## src/rtl/seq_div_16b.sv

```systemverilog
// Sequential restoring divider: one quotient bit per clock, MSB first, with a
// start/busy/done handshake. Divide-by-zero short-circuits to a flagged result.
module seq_div_16b #(
  parameter int unsigned WIDTH = 16
) (
  input  logic             clk,
  input  logic             rst_n,
  input  logic             start,
  input  logic [WIDTH-1:0] dividend,
  input  logic [WIDTH-1:0] divisor,
  output logic             busy,
  output logic             done,
  output logic [WIDTH-1:0] quotient,
  output logic [WIDTH-1:0] remainder,
  output logic             div_by_zero
);

  localparam int unsigned CntW = $clog2(WIDTH);

  typedef enum logic [1:0] {StIdle, StCalc, StDone} state_e;

  state_e           state_q, state_d;
  logic [CntW-1:0]  cnt_q, cnt_d;
  logic [WIDTH:0]   prem_q, prem_d;
  logic [WIDTH-1:0] dvd_q, dvd_d;
  logic [WIDTH-1:0] dvs_q, dvs_d;
  logic [WIDTH-1:0] quo_q, quo_d;
  logic [WIDTH-1:0] rem_q, rem_d;
  logic             dbz_q, dbz_d;

  // Trial subtraction datapath: shifted + ~{0,divisor} + 1 as an explicit ripple chain.
  logic [WIDTH:0]   shifted;
  logic [WIDTH:0]   sub_b;
  logic [WIDTH:0]   trial;
  logic [WIDTH+1:0] carry;
  logic             no_borrow;
  logic [WIDTH:0]   prem_next;
  logic [WIDTH-1:0] quo_next;

  // The partial remainder stays below the divisor, so its MSB is never shifted out.
  logic unused_prem_msb;
  assign unused_prem_msb = prem_q[WIDTH];

  always_comb begin
    shifted  = {prem_q[WIDTH-1:0], dvd_q[WIDTH-1]};
    sub_b    = ~{1'b0, dvs_q};
    trial    = '0;
    carry    = '0;
    carry[0] = 1'b1;
    for (int i = 0; i <= int'(WIDTH); i++) begin
      trial[i]   = shifted[i] ^ sub_b[i] ^ carry[i];
      carry[i+1] = (shifted[i] & sub_b[i]) | (carry[i] & (shifted[i] ^ sub_b[i]));
    end
    no_borrow = carry[WIDTH+1];
    prem_next = no_borrow ? trial : shifted;
    quo_next  = {dvd_q[WIDTH-2:0], no_borrow};
  end

  always_comb begin
    state_d = state_q;
    cnt_d   = cnt_q;
    prem_d  = prem_q;
    dvd_d   = dvd_q;
    dvs_d   = dvs_q;
    quo_d   = quo_q;
    rem_d   = rem_q;
    dbz_d   = dbz_q;

    unique case (state_q)
      // DONE accepts a new start exactly like IDLE, enabling back-to-back operation.
      StIdle, StDone: begin
        state_d = StIdle;
        if (start) begin
          if (divisor != '0) begin
            dvd_d   = dividend;
            dvs_d   = divisor;
            prem_d  = '0;
            cnt_d   = CntW'(WIDTH - 1);
            state_d = StCalc;
          end else begin
            quo_d   = '1;
            rem_d   = dividend;
            dbz_d   = 1'b1;
            state_d = StDone;
          end
        end
      end
      StCalc: begin
        // Dividend register shifts out its MSB and collects quotient bits at the LSB.
        prem_d = prem_next;
        dvd_d  = quo_next;
        cnt_d  = cnt_q - 1'b1;
        if (cnt_q == '0) begin
          quo_d   = quo_next;
          rem_d   = prem_next[WIDTH-1:0];
          dbz_d   = 1'b0;
          state_d = StDone;
        end
      end
      default: state_d = StIdle;
    endcase
  end

  always_ff @(posedge clk or negedge rst_n) begin
    if (!rst_n) begin
      state_q <= StIdle;
      cnt_q   <= '0;
      prem_q  <= '0;
      dvd_q   <= '0;
      dvs_q   <= '0;
      quo_q   <= '0;
      rem_q   <= '0;
      dbz_q   <= 1'b0;
    end else begin
      state_q <= state_d;
      cnt_q   <= cnt_d;
      prem_q  <= prem_d;
      dvd_q   <= dvd_d;
      dvs_q   <= dvs_d;
      quo_q   <= quo_d;
      rem_q   <= rem_d;
      dbz_q   <= dbz_d;
    end
  end

  assign busy        = (state_q == StCalc);
  assign done        = (state_q == StDone);
  assign quotient    = quo_q;
  assign remainder   = rem_q;
  assign div_by_zero = dbz_q;

endmodule

```

## config.mk

```make
export PLATFORM = sky130hd
export DESIGN_NAME = seq_div_16b
export DESIGN_NICKNAME = d
export VERILOG_FILES = /design/src/rtl/seq_div_16b.sv
export SDC_FILE = /design/constraint.sdc
export NUM_CORES = 1
export LEC_CHECK = 0
export ABC_AREA = 0
export ABC_CLOCK_PERIOD_IN_PS = 7990
export BUFFER_PORTS_ARGS = -buffer_cell sky130_fd_sc_hd__buf_4
export CORE_MARGIN = 4
export CORE_UTILIZATION = 55
export CTS_CLUSTER_DIAMETER = 50
export CTS_CLUSTER_SIZE = 8
export DETAILED_ROUTE_END_ITERATION = 8
export PLACE_DENSITY = 0.78
export SYNTH_ARGS = -nofsm -noshare
export SYNTH_HDL_FRONTEND = slang
export SYNTH_SLANG_ARGS = --single-unit
```

## constraint.sdc

```tcl
create_clock -name clk -period 7.99 [get_ports clk]
set_clock_uncertainty 0.1 [all_clocks]
set_input_delay 0.3995 -clock clk [delete_from_list [all_inputs] [get_ports clk]]
set_output_delay 0.3995 -clock clk [all_outputs]
set_load 0.05 [all_outputs]
```

## Word level (Yosys, flattened, before mapping)

Index checks and enable logic that the tools add are counted.

- Flip-flop bits (word level): 87
- Word-level logic and storage cells: 133
- Input bits: 35

- Muxes and demuxes: 26
- Add/sub/neg operators: 1
- Eq/ne operators: 6
- Bitwise gates (word level): 84
- Reduce and logical (&&, ||, !) cells: 8

Operator list:

| kind | count |
|---|---|
| $mux 16 | 11 |
| $pmux 16 s2 | 4 |
| $and 1x1->1 | 33 |
| $xor 1x1->1 | 32 |
| $not 16->17 | 1 |
| $or 1x1->1 | 17 |
| $reduce_bool 16->1 | 1 |
| $mux 4 | 2 |
| $pmux 4 s2 | 1 |
| $mux 2 | 3 |
| $ne 2x2->1 const B | 3 |
| $reduce_and 3->1 | 2 |
| $logic_not 4->1 | 1 |
| $pmux 2 s2 | 1 |
| $reduce_and 4->1 | 1 |
| $sub 4x1->4 const B | 1 |
| $mux 1 | 3 |
| $eq 2x1->1 const B | 1 |
| $eq 2x2->1 const B | 1 |
| $logic_not 2->1 | 1 |
| $ne 2x1->1 const B | 1 |
| $pmux 1 s2 | 1 |
| $reduce_bool 2->1 | 1 |
| $reduce_or 2->1 | 1 |
| $not 1->1 | 1 |

## Longest topological paths before layout

Gate-level depths: netlist of the first run.

- Depth in word-level cells: 38
- Depth in mapped cells: 25

## Least setup slack after synthesis of the first run

No wires, ideal clock.

- Path kind: flip-flop to flip-flop
- Start point: register dvd_q[15]
- End point: register rem_q[13] (netlist: remainder[13])
- Buffers on the path: 1
- Path slack: 1.023 ns
- Cell stages (with the launch flop): 25
- Arrival: 6.742 ns
- Library setup time: 0.125 ns
- Required time: 7.765 ns
- Clock period less this slack: 6.967 ns
- Path through: dfrtp_1 inv_1 ha_1 fa_1 fa_1 fa_1 fa_1 fa_1 fa_1 fa_1 fa_1 fa_1 fa_1 fa_1 fa_1 inv_1 fa_1 fa_1 inv_1 fa_1 nand2b_1 buf_2 mux2i_1 o21ai_0 mux2_4

- Longest elaborated chain between the ends: 37
- Elaborated cells on any way between the ends: 39

RTL lines:

| what | line | source |
|---|---|---|
| start, declared | 25 | `logic [WIDTH-1:0] dvd_q, dvd_d;` |
| start signal, assigned | 118 | `dvd_q <= dvd_d;` |
| $and 1x1->1 or $xor 1x1->1 (tied branches) | 52 | `carry[i+1] = (shifted[i] & sub_b[i]) \| (carry[i] & (shifted[i] ^ sub_b[i]));` |
| $or 1x1->1 * | 52 |  |
| $and 1x1->1 * | 52 |  |
| $or 1x1->1 * | 52 |  |
| $and 1x1->1 * | 52 |  |
| $or 1x1->1 * | 52 |  |
| $and 1x1->1 * | 52 |  |
| $or 1x1->1 * | 52 |  |
| [... 21 more ...] | -- |  |
| $or 1x1->1 | 52 |  |
| $and 1x1->1 | 52 |  |
| $or 1x1->1 | 52 |  |
| $and 1x1->1 | 52 |  |
| $or 1x1->1 | 52 |  |
| $mux 16 * | 55 | `prem_next = no_borrow ? trial : shifted;` |
| $mux 16 * | 93 | `if (cnt_q == '0) begin` |
| $pmux 16 s2 * | 69 | `unique case (state_q)` |
| end signal, assigned | 121 | `rem_q <= rem_d;` |
| end, declared | 28 | `logic [WIDTH-1:0] rem_q, rem_d;` |

Mark *: on every way between the ends. The rest lies on a longest branch, timed or not. The select of a mux whose other input is x is not followed.
A chain may end at the register's enable or synchronous reset.

## Worst setup path after layout of the first run

Same ends and word-level chain as after synthesis.

==> flow_metrics.tcl, run 1 <==
set metrics [dict create \
    diodes 0 \
    antenna_found_initial 0 \
    cp-endpoint "remainder[13]" \
    synth_cell_types 35 \
    numCtsBuffers 9 \
    slew_viol_final 0 \
    r2r_slack_ns 0.33 \
    path_max_fanout 15 \
    total_power_mw 2.535 \
    cts_resized 0 \
    syn_to_final_growth_pct 16.51 \
    ys_ff_latch 87 \
    timing.fmax_ghz 0.1306 \
    clkLatencyLatePin_ns 0.35 \
    ant_nets 0 \
    clk_path_buf_depth 2 \
    startpoint "dvd_q[15]" \
    synth-edff-count 0 \
    worst_setup_path_start_kind "flop" \
    via_per_inst 5.556 \
    wl_per_cell_um 17.25 \
    peakVddDrop_mv 0.2448 \
    period_share_pct 95.86 \
    wl_mm 9.624 \
    criticalPathCategory "flop to flop" \
    gp_congestion 0.8770 \
    syn_avg_cell_area_um2 11.15 \
    drc 0 \
    die_y_um 97.16 \
    critPathCaptureType "flop" \
    p_leak_nw 2.246 \
    num_io_pins 70 \
    hold_buffers 0 \
    reg2regPathDepth 23 \
    maxCapViolations 0 \
    cp_data_arrival_time_ns 7.80 \
    synth_top_area_cell "dfrtp_1" \
    powerDensity_mw_per_mm2 497.7 \
    start_util_pct 56.57 \
    grt_use_total_pct 21.77 \
    r2r_start "dvd_q[15]" \
    first_pass_iters 4 \
    finalInstanceArea_mm2 0.005094 \
    hold_viol 0 \
    outcome "finished clean" \
    worst_pin_slew_ns 1.088 \
    slew_headroom_pct 27.50 \
    netlist_instances 392 \
    num_rows 32 \
    synth_nets 444 \
    htree_num_levels 3 \
    vias 3100 \
    crit_required_ns 8.14 \
    fin_cells 558 \
    cts_root_buf "clkbuf_8" \
    yosysSeqAreaShare_pct 49.80 \
    fin_tns_setup_ns 0 \
    grt_max_degree 88 \
    timing.hold.ws_ns 0.1517 \
    drt_iter0_drc 151 \
    post-cts-setup-buffers 0 \
    core_mm2 0.007727 \
    overflow 0 \
    layout.nets 503 \
    ys_warn_count 0 \
    dp_cells 542 \
    placed_area_mm2 0.004908 \
    synthArstFlopShare_pct 100.0 \
    grt_setup_unrepaired "false" \
    cts_tree "yes" \
    setup_violations 0 \
    r2r_end "remainder[13]" \
    drive_above_1_share_pct 23.46 \
    die_x_um 97.16 \
    cts_sinks 87 \
    grt_util_met1_pct 28.99 \
    ys.flop_type "dfrtp_1" \
    grt_pass1_vias 3266 \
    clkTransAtPathRegs_ns 0.09 \
    hpwl_mm 6.905 \
    gr-usage-met3_pct 4.953 \
    period_needed_ns 7.659 \
    hold_path.class "primary input to async pin" \
    busiest_layer "met2" \
    synth_top_area_share_pct 49.80 \
    grt_util_met2_pct 34.61 \
    syn_area_mm2 0.004372 \
    die_area_mm2 0.009439 \
    yosys-top-cells-area "dfrtp_1 (50%), mux2i_1 (7.3%), fa_1 (6.9%)" \
    grt_pass1_wl_mm 16.35 \
    io_buffers 69 \
]
synth_stat cells, types with 2 or more instances:
cell type / number
nor2_1: 50
nand2b_1: 3
buf_6: 3
nor3_1: 2
nor4_4: 4
dfrtp_1: 87
a21o_1: 12
fa_1: 15
a21oi_1: 38
o21ai_0: 3
buf_4: 2
o22ai_1: 2
mux2_1: 14
a21oi_2: 9
ha_1: 2
nor3b_1: 15
a31o_1: 2
inv_1: 34
buf_2: 7
mux2_4: 2
o21ai_1: 6
a211oi_1: 14
mux2i_1: 32
nand2_1: 12
clkbuf_1: 11
nor2b_1: 2
through the flow:
step	setup slack [ns]	util [%]
6_report	0.3306	65.92
5_1_grt	0.01499	65.92
3_3_place_gp	0.5763	63.52
2_1_floorplan	1.023	-
4_1_cts	0.3474	65.92
3_5_place_dp	0.3864	63.52
layer usage:
layer	vias to the layer above	wire length, um
met4	0	230
met1	1534	4115
met5	-	0
li1	1453	-
met3	17	577
met2	96	4700
flip-flops by register name, summed over array words and instances, names as in the netlist:
signal       flops
dvs_q           16
state_q          2
div_by_zero      1
prem_q          16
remainder       16
quotient        16
dvd_q           16
cnt_q            4
report_power, final:
group          internal [mW]  switching (mW)  leakage (nW)  total [mW]
clock                  0.131           0.155        0.0926       0.286
combinational          0.563           0.867          1.17        1.43
sequential             0.654           0.166         0.986       0.820
cell families (layout without fill, tap and decap cells):
family,after synthesis,after routing,share of synthesized area (%)
and+or+nand+nor,91,91,11.36
AOI/OAI and AO/OA,89,89,13.25
DFF,87,87,49.80
buffers and inverters,59,123,6.325
muxes,48,48,11.62
adders and majority gates,17,17,7.441
xor gates and xnor gates,1,1,0.2004
cells in the final DEF (no fill, tap or decap), types with 11 or more instances in the layout:
cell / instances
a211oi_1: 14
a21o_1: 12
a21oi_1: 38
buf_4: 72
clkbuf_8: 11
dfrtp_1: 87
fa_1: 15
inv_1: 34
mux2_1: 14
mux2i_1: 32
nand2_1: 12
nor2_1: 50
nor3b_1: 15
critical path, stage by stage, from the launching register on:
cell	delay [ns]
dfrtp_1	0.39
inv_1	0.06
ha_1	0.20
fa_1	0.38
fa_1	0.39
fa_1	0.39
fa_1	0.39
fa_1	0.42
fa_1	0.40
fa_1	0.42
fa_1	0.40
fa_1	0.39
fa_1	0.39
fa_1	0.39
fa_1	0.36
inv_1	0.07
fa_1	0.17
fa_1	0.16
inv_1	0.05
fa_1	0.56
nand2b_1	0.39
mux2i_1	0.30
o21ai_0	0.11
mux2_4	0.28
final cells by class:
| cell class | count | area (um2) |
|---|---|---|
| clock buffers | 12 | 155.1 |
| clock inverters | 4 | 30.03 |
| fillers | 643 | 2634 |
| inverters | 35 | 131.4 |
| multi-input cells | 246 | 1932 |
| flip-flops and latches | 87 | 2177 |
| well taps | 102 | 127.6 |
| repair buffers | 72 | 540.5 |
worst min path at each step:
stage           startpoint            to  slack, ns  cells past startpoint
6_report             rst_n  quotient[11]       0.15                      1
5_1_grt         divisor[5]      dvs_q[5]       0.17                      2
4_1_cts         divisor[3]      dvs_q[3]       0.18                      2
3_5_place_dp   div_by_zero   div_by_zero       0.38                      2
3_3_place_gp   div_by_zero   div_by_zero       0.37                      2
2_1_floorplan        rst_n      cnt_q[0]      0.004                      0
Note: power is estimated with default switching activity, not from simulation.
==> inputs of run 2 (changes only) <==
--- a/config.mk
+++ b/config.mk
@@ -9,10 +9,12 @@
 export ABC_CLOCK_PERIOD_IN_PS = 7990
 export BUFFER_PORTS_ARGS = -buffer_cell sky130_fd_sc_hd__buf_4
+export CELL_PAD_IN_SITES_DETAIL_PLACEMENT = 1
+export CELL_PAD_IN_SITES_GLOBAL_PLACEMENT = 1
 export CORE_MARGIN = 4
-export CORE_UTILIZATION = 55
+export CORE_UTILIZATION = 45
 export CTS_CLUSTER_DIAMETER = 50
 export CTS_CLUSTER_SIZE = 8
 export DETAILED_ROUTE_END_ITERATION = 8
-export PLACE_DENSITY = 0.78
+export PLACE_DENSITY_LB_ADDON = 0.1
 export SYNTH_ARGS = -nofsm -noshare
 export SYNTH_HDL_FRONTEND = slang
==> constraint.sdc (replaced) <==
create_clock -name clk -period 7.99 [get_ports clk]
set_clock_uncertainty 0.1 [all_clocks]
set_input_delay 1.1985 -clock clk [delete_from_list [all_inputs] [get_ports clk]]
set_output_delay 1.1985 -clock clk [all_outputs]
set_load 0.05 [all_outputs]
==> run 2 against run 1 <==
First-iteration DRC count is 47% lower. Via count barely moved. Largest cell class unchanged. Highest routed layer unchanged. Utilization decreased by 10 points.
==> flow_metrics.tcl, run 2 (synthesized netlist as in run 1, its figures left out) <==
set metrics [dict create \
    overflow 0 \
    cts_root_buf "clkbuf_8" \
    critPathCaptureType "flop" \
    gp_congestion 0.8083 \
    worst_setup_path_start_kind "flop" \
    grt_setup_unrepaired "false" \
    outcome "finished clean" \
    hold_viol 0 \
    setup_violations 0 \
    cp_slowest_stage_delay_ns 0.59 \
    die_y_um 106.6 \
    grt_use_total_pct 19.64 \
    wl_per_cell_um 17.82 \
    grt_pass1_wl_mm 17.53 \
    ant_nets 0 \
    clk_path_buf_depth 2 \
    start_util_pct 46.87 \
    first_pass_iters 4 \
    path_max_fanout 15 \
    syn_to_final_growth_pct 18.29 \
    hold_depth 2 \
    cts_tree "yes" \
    drc 0 \
    die_area_mm2 0.01136 \
    clkTransAtPathRegs_ns 0.09 \
    worst_pin_slew_ns 1.055 \
    diodes 0 \
    wl_mm 10.44 \
    fin_tns_setup_ns 0 \
    hold_path.class "flop to flop" \
    grt_max_degree 78 \
    peakVddDrop_mv 0.2078 \
    layout.nets 504 \
    num_io_pins 70 \
    slew_viol_final 0 \
    slew_headroom_pct 29.42 \
    crit_required_ns 8.13 \
    layout_commonest_cell "dfrtp_1" \
    num_rows 35 \
    clkLatencyLatePin_ns 0.35 \
    grt_pass1_vias 3401 \
    cp_common_cell "fa_1" \
    reg2regPathDepth 23 \
    timing.fmax_ghz 0.1305 \
    maxCapViolations 0 \
    critPathSlowestCell "fa_1" \
    drt_iter0_drc 80 \
    criticalPathCategory "flop to flop" \
    num-fill-cells 1035 \
    powerDensity_mw_per_mm2 502.4 \
    core_mm2 0.009328 \
    crit_chain "inv_1, ha_1, fa_1, fa_1, fa_1, fa_1, fa_1, fa_1, fa_1, fa_1, fa_1, fa_1, fa_1, fa_1, inv_1, fa_1, fa_1, inv_1, fa_1, nand2b_4, mux2i_1, o21ai_0, mux2_4" \
    p_leak_nw 2.263 \
    via_per_inst 5.292 \
    period_needed_ns 7.664 \
    numCtsBuffers 9 \
    cts_sinks 87 \
    cp_data_arrival_time_ns 7.80 \
    final_cell_mix "dfrtp_1 (87), buf_4 (73), nor2_1 (50)" \
    antenna_found_initial 0 \
    hpwl_mm 7.664 \
    period_share_pct 95.92 \
    io_buffers 69 \
    vias 3101 \
    placed_area_mm2 0.004950 \
    finalInstanceArea_mm2 0.005171 \
    htree_num_levels 3 \
    die_x_um 106.6 \
    drive_above_1_share_pct 24.07 \
    hold_buffers 0 \
]
[run 2: cell count changes in the layout (fill, tap and decap cells not counted)]
cell | previous run | this run
a211oi_1 | 14 | 13
a211oi_2 | 0 | 1
buf_4 | 72 | 73
bufinv_16 | 0 | 1
clkinv_2 | 1 | 0
clkinv_4 | 2 | 1
clkinvlp_4 | 1 | 2
nand2b_1 | 2 | 1
nand2b_4 | 0 | 1
[run 2: through the flow]
| stage | hold WS [ns] | std cells | power, mW | worst slack, ns | util [%] |
|---|---|---|---|---|---|
| after floorplan | 0.3623 | 392 | 1.866 | 1.023 | - |
| after global placement | 0.3650 | 570 | 2.242 | 0.4778 | 53.07 |
| after detailed placement | 0.3973 | 570 | 2.292 | 0.1892 | 53.07 |
| after CTS | 0.4175 | 586 | 2.620 | 0.1531 | 55.31 |
| after global routing | 0.4279 | 586 | 2.820 | 0.04469 | 55.44 |
| final | 0.4094 | 586 | 2.598 | 0.3257 | 55.44 |
[run 2: final cells by class]
class	instances	area (um2)	area share [%]
clock buffer	12	155.1	3.000
clock inverter	4	53.80	1.040
inverter	35	131.4	2.541
multi-input combinational	246	1944	37.60
sequential	87	2177	42.10
tap	129	161.4	3.121
timing repair buffer	73	548.0	10.60
[run 2: path summary, 6_finish.rpt]
kind | endpoint | start | slack, ns
worst max-delay path | remainder[14] | dvd_q[15] | 0.33
worst min-delay path | div_by_zero | div_by_zero | 0.41
worst max register to register | remainder[14] | dvd_q[15] | 0.33
worst min register to register | div_by_zero | div_by_zero | 0.41
max in group asynchronous | prem_q[1] | rst_n | 6.04
min in group asynchronous | quotient[8] | rst_n | 0.64
[run 2: worst max-delay path, delay by kind of cell (launching register included)]
kind / cells / cell delay [ns]
AO/OA/AOI/OAI: 1 / 0.11
adder cells (fa/ha/maj): 16 / 5.94
buffers and inverters: 3 / 0.19
flip-flops: 1 / 0.38
multiplexers: 2 / 0.57
AND/OR/NAND/NOR: 1 / 0.26
[run 2: repair_timing]
action / in CTS / in global routing
gates resized for setup: 0 / 3
setup endpoints to repair: 0 / 14
buffers inserted: 0 / 0
[run 2: metal layers]
metal,vias to the layer above,track usage (%),part of all wire (%)
met5,-,0,0
met4,0,5.753,1.2
met3,10,2.914,2.9
met2,49,33.54,51
met1,1600,25.95,45
li1,1442,-,-
[run 2: where the power goes]
part / switching (mW) / internal (mW) / leakage (nW)
clock network: 0.161 / 0.162 / 0.0988
logic: 0.879 / 0.576 / 1.18
registers: 0.166 / 0.654 / 0.986
total: 1.21 / 1.39 / 2.26
==> inputs of run 3 (changes only) <==
CORE_ASPECT_RATIO = 1.2   (was unset)
==> run 3 against run 2 <==
Cell count down 1.0%. Utilization down 0.055 points. Routed wire length up 2.8%. Clock-buffer cell count up 1. Combinational power about the same. Hold slack worse by 0.0075 ns. Sequential share of layout area down 0.79 points. Critical endpoint unchanged. Largest cell class unchanged. Largest power group unchanged.
==> flow_metrics.tcl, run 3 (synthesized netlist as in run 1, its figures left out) <==
set metrics [dict create \
    finalInstanceArea_mm2 0.005270 \
    powerDensity_mw_per_mm2 519.3 \
    first_pass_iters 4 \
    drive_above_1_share_pct 23.63 \
    num-fill-cells 1021 \
    grt_use_total_pct 20.06 \
    cts_root_buf "clkbuf_16" \
    setup_violations 0 \
    period_needed_ns 7.556 \
    wl_mm 10.73 \
    path_max_fanout 15 \
    ant_nets 0 \
    hold_buffers 0 \
    cts_tree "yes" \
    die_y_um 116.0 \
    slew_headroom_pct 32.33 \
    p_leak_nw 2.317 \
    timing.fmax_ghz 0.1323 \
    drc 0 \
    grt_util_met2_pct 32.06 \
    crit_required_ns 8.11 \
    min_to "div_by_zero" \
    final_cell_mix "dfrtp_1 (87), buf_4 (73), nor2_1 (50)" \
    hpwl_mm 7.742 \
    antenna_found_initial 0 \
    reg2regPathDepth 23 \
    start_util_pct 45.94 \
    numCtsBuffers 9 \
    clk_path_buf_depth 2 \
    clkTransAtPathRegs_ns 0.06 \
    outcome "finished clean" \
    htree_num_levels 3 \
    cts_sinks 87 \
    layout_commonest_cell "dfrtp_1" \
    gp_congestion 0.7580 \
    die_area_mm2 0.01136 \
    core_mm2 0.009515 \
    via_per_inst 5.269 \
    cp_data_arrival_time_ns 7.68 \
    hold_viol 0 \
    vias 3056 \
    gr-usage-met3_pct 4.034 \
    maxCapViolations 0 \
    r2r_start "dvd_q[15]" \
    r2r_end "remainder[14]" \
    grt_max_degree 77 \
    r2r_slack_ns 0.43 \
    syn_to_final_growth_pct 20.55 \
    fin_tns_setup_ns 0 \
    layout.nets 504 \
    wl_per_cell_um 18.50 \
    placed_area_mm2 0.004942 \
    diodes 0 \
    criticalPathCategory "flop to flop" \
    slew_viol_final 0 \
    worstHoldStart "div_by_zero" \
    grt_pass1_vias 3262 \
    num_io_pins 70 \
    clkLatencyLatePin_ns 0.34 \
    drt_iter0_drc 92 \
    die_x_um 97.98 \
    peakVddDrop_mv 0.1868 \
    hold_depth 2 \
    period_share_pct 94.57 \
    worst_pin_slew_ns 1.011 \
    busiest_layer "met2" \
    critPathCaptureType "flop" \
    grt_util_met1_pct 27.30 \
    hold_path.class "flop to flop" \
    num_rows 39 \
    grt_pass1_wl_mm 17.84 \
    io_buffers 69 \
    worst_setup_path_start_kind "flop" \
    grt_setup_unrepaired "false" \
    total_power_mw 2.737 \
    overflow 0 \
]
==> run 3: changes by cell type in the layout (fill, tap and decap cells not counted) <==
cell,previous run,this run
fa_1,15,14
a211oi_1,13,14
clkinv_4,1,0
a211oi_2,1,0
nand2b_4,1,0
nand2b_1,1,2
clkbuf_1,1,2
clkbuf_16,0,9
fa_2,0,1
bufinv_16,1,2
clkinvlp_4,2,0
clkbuf_8,11,2
clkinv_2,0,1
==> run 3: worst max-delay path by stage <==
stage                   start            end  slack, ns  cells past startpoint
global placement    dvd_q[15]  remainder[14]       0.51                     23
global route        dvd_q[15]   remainder[8]       0.09                     24
CTS                 dvd_q[15]  remainder[14]       0.30                     23
floorplan           dvd_q[15]  remainder[13]       1.02                     24
detailed placement  dvd_q[15]  remainder[14]       0.31                     23
finish              dvd_q[15]  remainder[14]       0.43                     23
==> run 3: cell type report <==
| type | instances | area (um2) | share of cell area (%) |
|---|---|---|---|
| Inverter | 35 | 131.4 | 2.493 |
| Clock buffer | 13 | 260.3 | 4.938 |
| Clock inverter | 3 | 65.06 | 1.235 |
| Timing Repair Buffer | 73 | 548.0 | 10.40 |
| Sequential cell | 87 | 2177 | 41.31 |
| Tap cell | 123 | 153.9 | 2.920 |
| Multi-Input combinational cell | 246 | 1934 | 36.70 |
==> run 3: worst max-delay path, cell delays in order (launching register included) <==
cell and delay [ns]:
dfrtp_1 0.39, inv_1 0.08, ha_1 0.21, fa_1 0.38, fa_1 0.38, fa_1 0.40
fa_1 0.40, fa_1 0.40, fa_1 0.39, fa_1 0.42, fa_1 0.41, fa_1 0.40
fa_1 0.40, fa_1 0.39, fa_1 0.38, inv_1 0.08, fa_1 0.18, fa_1 0.16
inv_1 0.05, fa_2 0.45, nand2b_1 0.22, mux2i_1 0.35, o21ai_0 0.12, mux2_4 0.28
==> run 3: through the flow <==
stage | utilization [%] | setup slack, ns | instances | hold slack [ns]
global route | 55.38 | 0.08631 | 580 | 0.4219
global placement | 51.94 | 0.5085 | 564 | 0.3658
CTS | 55.36 | 0.2968 | 580 | 0.4014
floorplan | - | 1.023 | 392 | 0.3623
detailed placement | 51.94 | 0.3148 | 564 | 0.3872
finish | 55.38 | 0.4336 | 580 | 0.4019
==> run 3: layer usage <==
metal / routed length [um] / part of all wire, %
met2: 5127 / 48
met5: 0 / 0
met3: 426 / 4.0
met4: 221 / 2.1
met1: 4956 / 46
==> run 3: what timing repair did <==
action                     4_1_cts  5_1_grt
setup buffers                    0        0
resized for setup                0        1
setup endpoints to repair        0        3
hold endpoints to repair         0        0
==> run 3: power breakdown <==
part / internal, mW / switching, mW / total, mW
Sequential: 0.655 / 0.167 / 0.822
Combinational: 0.569 / 0.884 / 1.45
Clock: 0.291 / 0.170 / 0.461
